### config.mk
export PLATFORM = sky130hd
export DESIGN_NAME = bitstream_generator
export DESIGN_NICKNAME = d
export VERILOG_FILES = /design/src/rtl/bitstream_generator.sv
export SDC_FILE = /design/constraint.sdc
export NUM_CORES = 1
export LEC_CHECK = 0
export ABC_CLOCK_PERIOD_IN_PS = 3600
export CORE_MARGIN = 4
export CORE_UTILIZATION = 65
export CTS_BUF_LIST = sky130_fd_sc_hd__clkbuf_4
export DETAILED_ROUTE_END_ITERATION = 7
export DONT_BUFFER_PORTS = 1
export HOLD_SLACK_MARGIN = 0.06
export PLACE_DENSITY = 0.85
export SLEW_MARGIN = 10
export SYNTH_ARGS = -nofsm -noshare
export SYNTH_HDL_FRONTEND = slang
export SYNTH_SLANG_ARGS = --single-unit
### constraint.sdc
create_clock -name clk -period 3.6 [get_ports clk]
set_clock_uncertainty 0.2 [all_clocks]
set_input_delay 0.72 -clock clk [delete_from_list [all_inputs] [get_ports clk]]
set_output_delay 0.72 -clock clk [all_outputs]
set_load 0.01 [all_outputs]
### src/rtl/bitstream_generator.sv
// -----------------------------------------------------------------------------
// bitstream_generator
//
// Emits one stochastic bitstream of LENGTH cycles per accepted start. Each
// window bit is 1 when the current 8-bit LFSR state is <= the latched
// probability numerator. A maximal-length LFSR visits every value 1..255
// exactly once per period. A 255-cycle window therefore holds exactly
// value_q ones.
//
// Parameters
//   LENGTH   stream length in clock cycles, legal range 1..65535
//
// Ports
//   clk      clock, all state changes on the rising edge
//   rst      asynchronous active-high reset
//   start    begin one stream, sampled only while idle
//   abort    synchronous terminate of the running stream, no done pulse
//   value    probability numerator, latched on accepted start
//   seed     LFSR seed, latched on accepted start (0 is mapped to 1)
//   x        registered stream bit, aligned with capture
//   capture  registered stream window, high for exactly LENGTH cycles
//   busy     high whenever the FSM is not idle
//   done     one-cycle pulse after a stream completes normally
// -----------------------------------------------------------------------------
module bitstream_generator #(
    parameter int unsigned LENGTH = 255
) (
    input  logic       clk,
    input  logic       rst,
    input  logic       start,
    input  logic       abort,
    input  logic [7:0] value,
    input  logic [7:0] seed,
    output logic       x,
    output logic       capture,
    output logic       busy,
    output logic       done
);

    typedef enum logic [1:0] {
        IDLE,
        RUN,
        DONE
    } state_t;

    localparam logic [15:0] LAST = 16'(LENGTH - 1);

    state_t      state_q;
    logic [7:0]  value_q;
    logic [7:0]  lfsr_q;
    logic [7:0]  lfsr_d;
    logic [7:0]  seed_d;
    logic [15:0] cnt_q;
    logic        x_q;
    logic        capture_q;
    logic        done_q;

    // Fibonacci taps 7,5,4,3. A zero seed would lock the LFSR at zero, so it is replaced by 1.
    always_comb begin
        lfsr_d = {lfsr_q[6:0], lfsr_q[7] ^ lfsr_q[5] ^ lfsr_q[4] ^ lfsr_q[3]};
        seed_d = (seed == '0) ? 8'h01 : seed;
    end

    always_ff @(posedge clk or posedge rst) begin
        if (rst) begin
            state_q   <= IDLE;
            value_q   <= '0;
            lfsr_q    <= 8'h01;
            cnt_q     <= '0;
            x_q       <= 1'b0;
            capture_q <= 1'b0;
            done_q    <= 1'b0;
        end else begin
            done_q <= 1'b0;
            case (state_q)
                IDLE: begin
                    x_q       <= 1'b0;
                    capture_q <= 1'b0;
                    // abort has priority over a simultaneous start
                    if (start && !abort) begin
                        value_q <= value;
                        lfsr_q  <= seed_d;
                        cnt_q   <= '0;
                        state_q <= RUN;
                    end
                end
                RUN: begin
                    if (abort) begin
                        x_q       <= 1'b0;
                        capture_q <= 1'b0;
                        state_q   <= IDLE;
                    end else begin
                        x_q       <= (lfsr_q <= value_q);
                        capture_q <= 1'b1;
                        lfsr_q    <= lfsr_d;
                        cnt_q     <= cnt_q + 16'd1;
                        // last bit is emitted on the same edge that leaves RUN
                        if (cnt_q == LAST) begin
                            state_q <= DONE;
                        end
                    end
                end
                DONE: begin
                    x_q       <= 1'b0;
                    capture_q <= 1'b0;
                    done_q    <= 1'b1;
                    state_q   <= IDLE;
                end
                default: begin
                    x_q       <= 1'b0;
                    capture_q <= 1'b0;
                    state_q   <= IDLE;
                end
            endcase
        end
    end

    assign x       = x_q;
    assign capture = capture_q;
    assign done    = done_q;
    assign busy    = (state_q != IDLE);

endmodule

# Word-level counts from Yosys, hierarchy flattened
# Index checks and enable logic that the tools add are counted.
[word_totals]
word_cells = 43
reg_bits = 37
inputBits = 20
[op_classes]
n_reduce_logical = 9
add_sub_neg = 1
n_mux = 16
eq_ne = 6
magnitude_cmp = 1
bitwise_logic = 3
[ops]
columns = ["operator", "count"]
rows = [
  ["$mux 16", 2],
  ["$pmux 16 s2", 1],
  ["$mux 8", 3],
  ["$add 16x1->16 const B", 1],
  ["$eq 16x8->1 const B", 1],
  ["$pmux 8 s2", 1],
  ["$le 8x8->1", 1],
  ["$logic_not 8->1", 1],
  ["$mux 2", 3],
  ["$mux 1", 5],
  ["$ne 2x2->1 const B", 2],
  ["$pmux 2 s2", 1],
  ["$reduce_and 2->1", 2],
  ["$reduce_bool 2->1", 2],
  ["$ne 3x3->1 const B", 1],
  ["$reduce_and 3->1", 1],
  ["$xor 1x1->1", 3],
  ["$eq 2x1->1 const B", 1],
  ["$eq 2x2->1 const B", 1],
  ["$logic_not 2->1", 1],
  ["$logic_and 1x1->1", 1],
  ["$logic_not 1->1", 1],
]

# Logic depth before layout (Yosys ltp)
# Gate-level depths: netlist (run 1).
[logic_depth]
depth_word = 5
mapped_depth = 6
ltp_nobuf = 6

# Worst setup path before layout (run 1)
# No wires, ideal clock.
[synth_timing]
path_type = "input-to-reg"
from = "in abort"
to = "reg cnt_q[11]"
path_stages = 5
setup_slack_ns = 1.289
n_path_buf = 1
setup_ns = 0.078
t_arrival_ns = 2.033
required_ns = 3.322
cell_sequence = "or2_4 -> or3_1 -> buf_2 -> or4_1 -> a21oi_1"
[synth_between]
elab_chain_cells = 4
[synth_rtl]
columns = ["item", "line", "text"]
rows = [
  ["start, declared", "31", "input logic abort,"],
  ["$logic_not 1->1", "80", "if (start && !abort) begin"],
  ["$logic_and 1x1->1", "80", ""],
  ["$ne 2x2->1 (no source line)", "--", ""],
  ["$reduce_and 3->1 (no source line) *", "--", ""],
  ["end signal, assigned", "96", "cnt_q <= cnt_q + 16'd1;"],
  ["end, declared", "53", "logic [15:0] cnt_q;"],
]
# Every way passes the cells marked *; elsewhere a longest branch is shown, timed or not.
# A chain may end at the register's enable or synchronous reset.

# Final worst setup path (run 1)
[layout_timing]
from = "reg state_q[1]"
to = "reg cnt_q[13]"
[layout_between]
elab_chain_cells = 3
[layout_rtl]
columns = ["item", "line", "text"]
rows = [
  ["start, declared", "48", "state_t state_q;"],
  ["start signal, assigned", "66", "state_q <= IDLE;"],
  ["start signal, assigned", "84", "state_q <= RUN;"],
  ["start signal, assigned", "91", "state_q <= IDLE;"],
  ["$eq 2x1->1 / $logic_not 2->1 (equally long branches)", "75", "case (state_q)"],
  ["$ne 2x2->1 (no source line) / $reduce_bool 2->1 (equally long branches)", "--", ""],
  ["$reduce_and 3->1 (no source line)", "--", ""],
]
# Parallel ways exist; a longest one is shown, timed or not.

==> impl_metrics.tcl, run 1 <==
set metrics [dict create \
    fp.dieArea_um2 3946 \
    postCtsSetupBuffers 0 \
    layout-drive-gt1-share_pct 8.134 \
    die_h_um 62.82 \
    crit_path_start "state_q[1]" \
    grt_max_degree 28 \
    finalSetupViolCount 0 \
    crit_required_ns 3.67 \
    fin_nets 238 \
    gp_congestion 0.8448 \
    rrSetupSlack_ns 1.36 \
    critPathKind "reg2reg" \
    critPathCaptureType "flop" \
    overflow 0 \
    fp.dieW_um 62.82 \
    yosys.cell_types.count 39 \
    final_cell_mix "dfrtp_1, nand2_1, o21ai_0" \
    fin_crit_sh_pct 62.27 \
    h-tree-depth 2 \
    cts_buffers 5 \
    port_buffers 0 \
    min_period_ns 2.242 \
    path_clk_slew_ns 0.11 \
    reg2reg_from "state_q[1]" \
    insertion_delay_ns 0.35 \
    fmax_mhz 446.1 \
    dr.pass1.iters 4 \
    yosysSeqAreaShare_pct 47.47 \
    post-route-util_pct 73.51 \
    grtUsageTotal_pct 23.42 \
    num_io_pins 24 \
    synth_nets 235 \
    crit_end "cnt_q[13]" \
    ys_ff_latch 37 \
    crit_arrival_ns 2.32 \
    hold_class "in2async" \
    root_buffer "clkbuf_4" \
    static-leakage-power_uw 0.0009627 \
    syn-cell-area_um2 1953 \
    ys_warn_count 0 \
    cts_tree "built" \
    viasPerCell 6.367 \
    hold_violations 0 \
    cts_hold_buf 0 \
    cts_resized 0 \
    placed_area_um2 1983 \
    rows 19 \
    antenna_left 0 \
    wl_mm 3.989 \
    avgSynthCellArea_um2 9.527 \
    vdd_drop_max_mv 0.2950 \
    power_density_nw_per_um2 481.1 \
    cts.sinks 37 \
    final_max_slew_viol_count 0 \
    area_delta_synth_final_pct 5.573 \
    rr_worst_depth 4 \
    setup_tns_ns 0 \
    final_common_cell "dfrtp_1" \
    dp_hpwl_mm 2.914 \
    rsz0062_at_grt "false" \
    worstMarginPinSlew_ns 0.9339 \
    timing.rr.end "cnt_q[13]" \
    antenna_found_initial 0 \
    num_vias 1528 \
    cp_max_fo 8 \
    clockBufferDepth 2 \
    holdWs_ns 0.2561 \
    status "finished, final reports clean" \
    antenna_cells 0 \
    maxCapViolations 0 \
    syn-instance-count 205 \
    cp-start-kind "flop" \
    slew_headroom_pct 37.67 \
    fin_area_um2 2062 \
    wl_per_cell_um 16.62 \
    initial_core_util_pct 69.63 \
    drc 0 \
    drt_iter0_drc 93 \
    grt_pass1_wl_mm 7.210 \
    core-area_um2 2805 \
    grt_pass1_vias 1477 \
]
## flip-flops by register name, indices dropped and copies added (netlist names)
register and flops:
x 1, cnt_q 16, lfsr_q 8, capture 1, done 1, state_q 2, value_q 8
## Yosys cell counts (all sizes together)
cell	instances	share of area [%]
dfrtp	36	46
or4	5	1.9
or3b	2	0.90
dfstp	1	1.3
buf	1	0.26
and3	1	0.32
nand3	7	1.8
and4	4	1.8
xor2	5	2.2
mux2i	9	4.6
o221a	1	0.58
o211ai	1	0.38
nor2b	1	0.32
a21o	1	0.38
and2	1	0.32
nor3b	2	1.0
a41o	1	0.51
nor3	5	1.3
or4b	1	0.51
o21a	1	0.38
xnor2	3	1.3
nor2	10	1.9
a21oi	9	2.3
ha	10	6.4
o21ai	19	4.9
inv	14	2.7
clkbuf	5	0.96
a211oi	1	0.38
nand2	29	5.6
nand4	4	1.3
or3	3	0.96
nand2b	2	0.64
or2	3	1.1
a31oi	1	0.32
o31ai	5	1.9
nor4	1	0.32
## critical path, stage by stage, from the launching register on
cell and delay, ns:
dfrtp_1 0.47, or2_4 0.30, or3_1 0.49, or4_1 0.51
a21oi_1 0.19
## layer usage
metal | track usage [%] | vias to the layer above | part of all wire (%)
met5 | 0 | - | 0
met4 | 10.74 | 0 | 2.0
met3 | 4.856 | 8 | 6.7
met2 | 32.89 | 66 | 43
met1 | 34.54 | 726 | 48
li1 | - | 728 | -
## where the power goes
group          leakage [µW]  switching [µW]  internal, µW
Clock             0.0000433             139           152
Combinational      0.000434             111          85.1
Sequential         0.000485            40.7           464
## per-stage QoR
step,worst slack [ns],total power (µW),instances
global placement,1.278,689.9,232
detailed placement,1.234,708.4,232
floorplan,1.289,657.3,205
CTS,1.394,999.0,240
finish,1.358,991.9,240
global route,1.292,1069,240
## worst min path at each step
stage                     from    endpoint  slack (ns)  depth (start not counted)
floorplan           value_q[0]  value_q[0]        0.25                          2
global placement     lfsr_q[0]   lfsr_q[0]        0.28                          2
detailed placement  value_q[0]  value_q[0]        0.27                          2
CTS                        rst    cnt_q[1]        0.27                          1
global route          value[4]  value_q[4]        0.27                          2
finish                     rst  value_q[2]        0.26                          1
## cells by family after synthesis
group | share of synthesized area, %
buffers and inverters | 3.908
muxes | 4.613
AOI/OAI and AO/OA | 12.04
adders and majority gates | 6.406
xor gates and xnor gates | 3.588
and+or+nand+nor | 21.97
DFF | 47.47
## cell type report
| type | count | area (µm²) |
|---|---|---|
| Multi-Input combinational cell | 148 | 949.7 |
| Fill cell | 206 | 743.2 |
| Timing Repair Buffer | 2 | 15.01 |
| Inverter | 14 | 52.55 |
| Clock buffer | 6 | 45.04 |
| Tap cell | 31 | 38.79 |
| Clock inverter | 2 | 33.78 |
| Sequential cell | 37 | 927.1 |
Power figures use the tool's default switching activity.
==> inputs of run 2 (changes only) <==
Settings changed: ABC_AREA set to 1, ABC_CLOCK_PERIOD_IN_PS 3600 to 2100.
Clock period 3.6 ns to 2.1 ns, I/O delays scaled along.
==> run 2 against run 1 <==
Net effect: utilization rose by 4.8 points; critical path type unchanged; area after synthesis grew 11%; non-clock buffer count increased by 16; worst hold slack got worse by 0.17 ns; critical path depth increased by 3; sequential share of layout area down 6.8 points.
==> impl_metrics.tcl, run 2 <==
set metrics [dict create \
    fp.dieW_um 65.63 \
    syn-instance-count 281 \
    synth_edf_count 0 \
    cp_num_buf_inv 0 \
    yosys-top-cells-area "dfrtp_1, nand2_1, inv_1" \
    core-area_um2 3103 \
    viasPerCell 5.554 \
    dp.cells 322 \
    reg2reg_from "cnt_q[1]" \
    top_register "cnt_q" \
    insertion_delay_ns 0.37 \
    power.switching_uw 595.5 \
    cp-start-kind "flop" \
    cts_buffers 5 \
    fmax_mhz 572.3 \
    reg_top3 "cnt_q: 16 flops, lfsr_q: 8 flops, value_q: 8 flops" \
    maxCapViolations 0 \
    final_common_cell "nand2_1" \
    setup_tns_ns 0 \
    layout-drive-gt1-share_pct 6.977 \
    fp.dieArea_um2 4307 \
    status "finished, final reports clean" \
    synthMostInstantiatedCell "nand2_1" \
    hold_violations 0 \
    critPathCaptureType "flop" \
    rsz0062_at_grt "false" \
    area_delta_synth_final_pct 12.52 \
    clockBufferDepth 2 \
    antenna_left 0 \
    min_period_ns 1.747 \
    cts_tree "built" \
    p_int_uw 1249 \
    initial_core_util_pct 69.56 \
    hold_class "in2reg" \
    dp_hpwl_mm 3.321 \
    post-route-util_pct 78.27 \
    wl_mm 4.806 \
    synthMuxAreaShare_pct 0 \
    min_path_cells 2 \
    h-tree-depth 2 \
    fin_nets 330 \
    min_to "state_q[0]" \
    max_stage_delay_ns 0.42 \
    drc 0 \
    synth_fa_ha_area_share_pct 5.797 \
    finalSetupViolCount 0 \
    ys_warn_count 0 \
    synth_top_family_by_area "simple AND/OR/NAND/NOR gates" \
    path_delay_family "simple AND/OR/NAND/NOR gates" \
    synth-compound-area-share_pct 10.20 \
    syn-cell-area_um2 2158 \
    yosys.area.top_type_share_pct 41.74 \
    postCtsSetupBuffers 0 \
    fin_area_um2 2429 \
    cts.sinks 37 \
    grt_max_degree 38 \
    p_comb_share_pct 24.5 \
    rrSetupSlack_ns 0.35 \
    yosys_most_used_dff "dfrtp_1" \
    die_h_um 65.63 \
    avgSynthCellArea_um2 7.681 \
    multi_input_area_um2 1037 \
    placed_area_um2 2200 \
    antenna_cells 0 \
    power_density_nw_per_um2 759.4 \
    num_vias 1916 \
    synth_nets 311 \
    fin_crit_sh_pct 83.21 \
    grt_pass1_vias 1901 \
    final_max_slew_viol_count 0 \
    fillers 235 \
    cp_max_fo 5 \
    static-leakage-power_uw 0.001193 \
    drt_iter0_drc 142 \
    synthXorXnorAreaFrac_pct 2.435 \
    crit_arrival_ns 1.84 \
    crit_required_ns 2.19 \
    seq_area_um2 927.1 \
    ys_ff_latch 37 \
    grt_pass1_wl_mm 8.438 \
    cpMaxStageDelayCell "dfrtp_1" \
    rr_worst_depth 7 \
    antenna_found_initial 0 \
    slew_headroom_pct 63.75 \
    min-delay-start "start" \
    vdd_drop_max_mv 0.6163 \
    yosysTopAreaCell "dfrtp_1" \
    critPathKind "reg2reg" \
    synthTopCellsByCount "nand2_1, inv_1, dfrtp_1" \
    dr.pass1.iters 5 \
    port_buffers 0 \
    largest_reg_flops 16 \
    rows 20 \
    switching_share_pct 32.29 \
    clock_power_share_pct 27.4 \
    yosys.area_share.simple_pct 29.62 \
    synth-async-reset-ratio_pct 100.0 \
    num_io_pins 24 \
    root_buffer "clkbuf_4" \
    crit_chain "ha_1 > nand3_1 > nor2_1 > nand4_1 > nand2_1 > nand2_1 > nor2_1" \
    overflow 0 \
    seqPwrFrac_pct 48.1 \
    path_clk_slew_ns 0.11 \
    fin_cells 345 \
    final_cell_mix "nand2_1, inv_1, dfrtp_1" \
    gp_congestion 0.9321 \
    wl_per_cell_um 13.93 \
    worstMarginPinSlew_ns 0.5413 \
    grtUsageTotal_pct 26.03 \
    yosys.cell_types.count 30 \
    timing.rr.end "cnt_q[8]" \
    yosysSeqAreaShare_pct 42.96 \
]
run 2: kinds of logic (layout without fill, tap and decap cells):
family          count (synthesis)  count (layout)
flops                          37              37
simple gates                  140             140
buf+inv                        48              68
compound gates                 40              40
fa+ha+maj                      10              10
xor+xnor                        6               6
run 2: metal layers:
metal | global-route usage (%) | up-vias | part of all wire [%]
met5 | 0 | - | 0
met4 | 9.845 | 0 | 1.8
met2 | 40.93 | 91 | 45
met1 | 34.30 | 871 | 45
li1 | - | 945 | -
met3 | 6.838 | 9 | 8.2
run 2: worst reg2reg max path, delay by kind of cell, from the launching register on:
family	cells	cell delay, ns
fa+ha+maj	1	0.26
flops	1	0.42
simple gates	6	0.80
run 2: worst max-delay path by stage:
stage | cells after the start | from | slack (ns) | end
finish | 7 | cnt_q[1] | 0.35 | cnt_q[8]
global route | 7 | cnt_q[1] | 0.20 | cnt_q[8]
CTS | 2 | state_q[1] | 0.36 | busy
detailed placement | 7 | cnt_q[1] | 0.42 | cnt_q[8]
global placement | 7 | state_q[1] | 0.47 | cnt_q[8]
floorplan | 6 | cnt_q[1] | 0.61 | cnt_q[8]
run 2: timing repair:
action                    4_1_cts  5_1_grt
gates resized for setup         0        0
hold endpoints to repair       50        0
hold buffers                   15        0
run 2: power by group through the flow:
| stage | sequential [µW] | combinational (µW) | clock, µW |
|---|---|---|---|
| 2_1_floorplan | 877 | 336 | 0 |
| 3_3_place_gp | 892 | 394 | 0 |
| 3_5_place_dp | 900 | 416 | 0 |
| 4_1_cts | 885 | 446 | 506 |
| 5_1_grt | 899 | 519 | 546 |
| 6_report | 887 | 452 | 505 |
run 2: stage by stage:
| step | hold WS (ns) | total power (µW) | worst slack, ns |
|---|---|---|---|
| after global routing | 0.08730 | 1964 | 0.2018 |
| after detailed placement | 0.2493 | 1316 | 0.4188 |
| after global placement | 0.2466 | 1286 | 0.4677 |
| after floorplan | 0.2553 | 1213 | 0.6098 |
| final | 0.08543 | 1844 | 0.3526 |
| after CTS | 0.08723 | 1837 | 0.3564 |
run 2: cell type report:
type	instances	area share, %
clock buffers	6	1.855
repair buffers	18	7.110
inverters	42	6.491
flip-flops and latches	37	38.18
multi-input cells	196	42.71
well taps	44	2.267
clock inverters	2	1.391
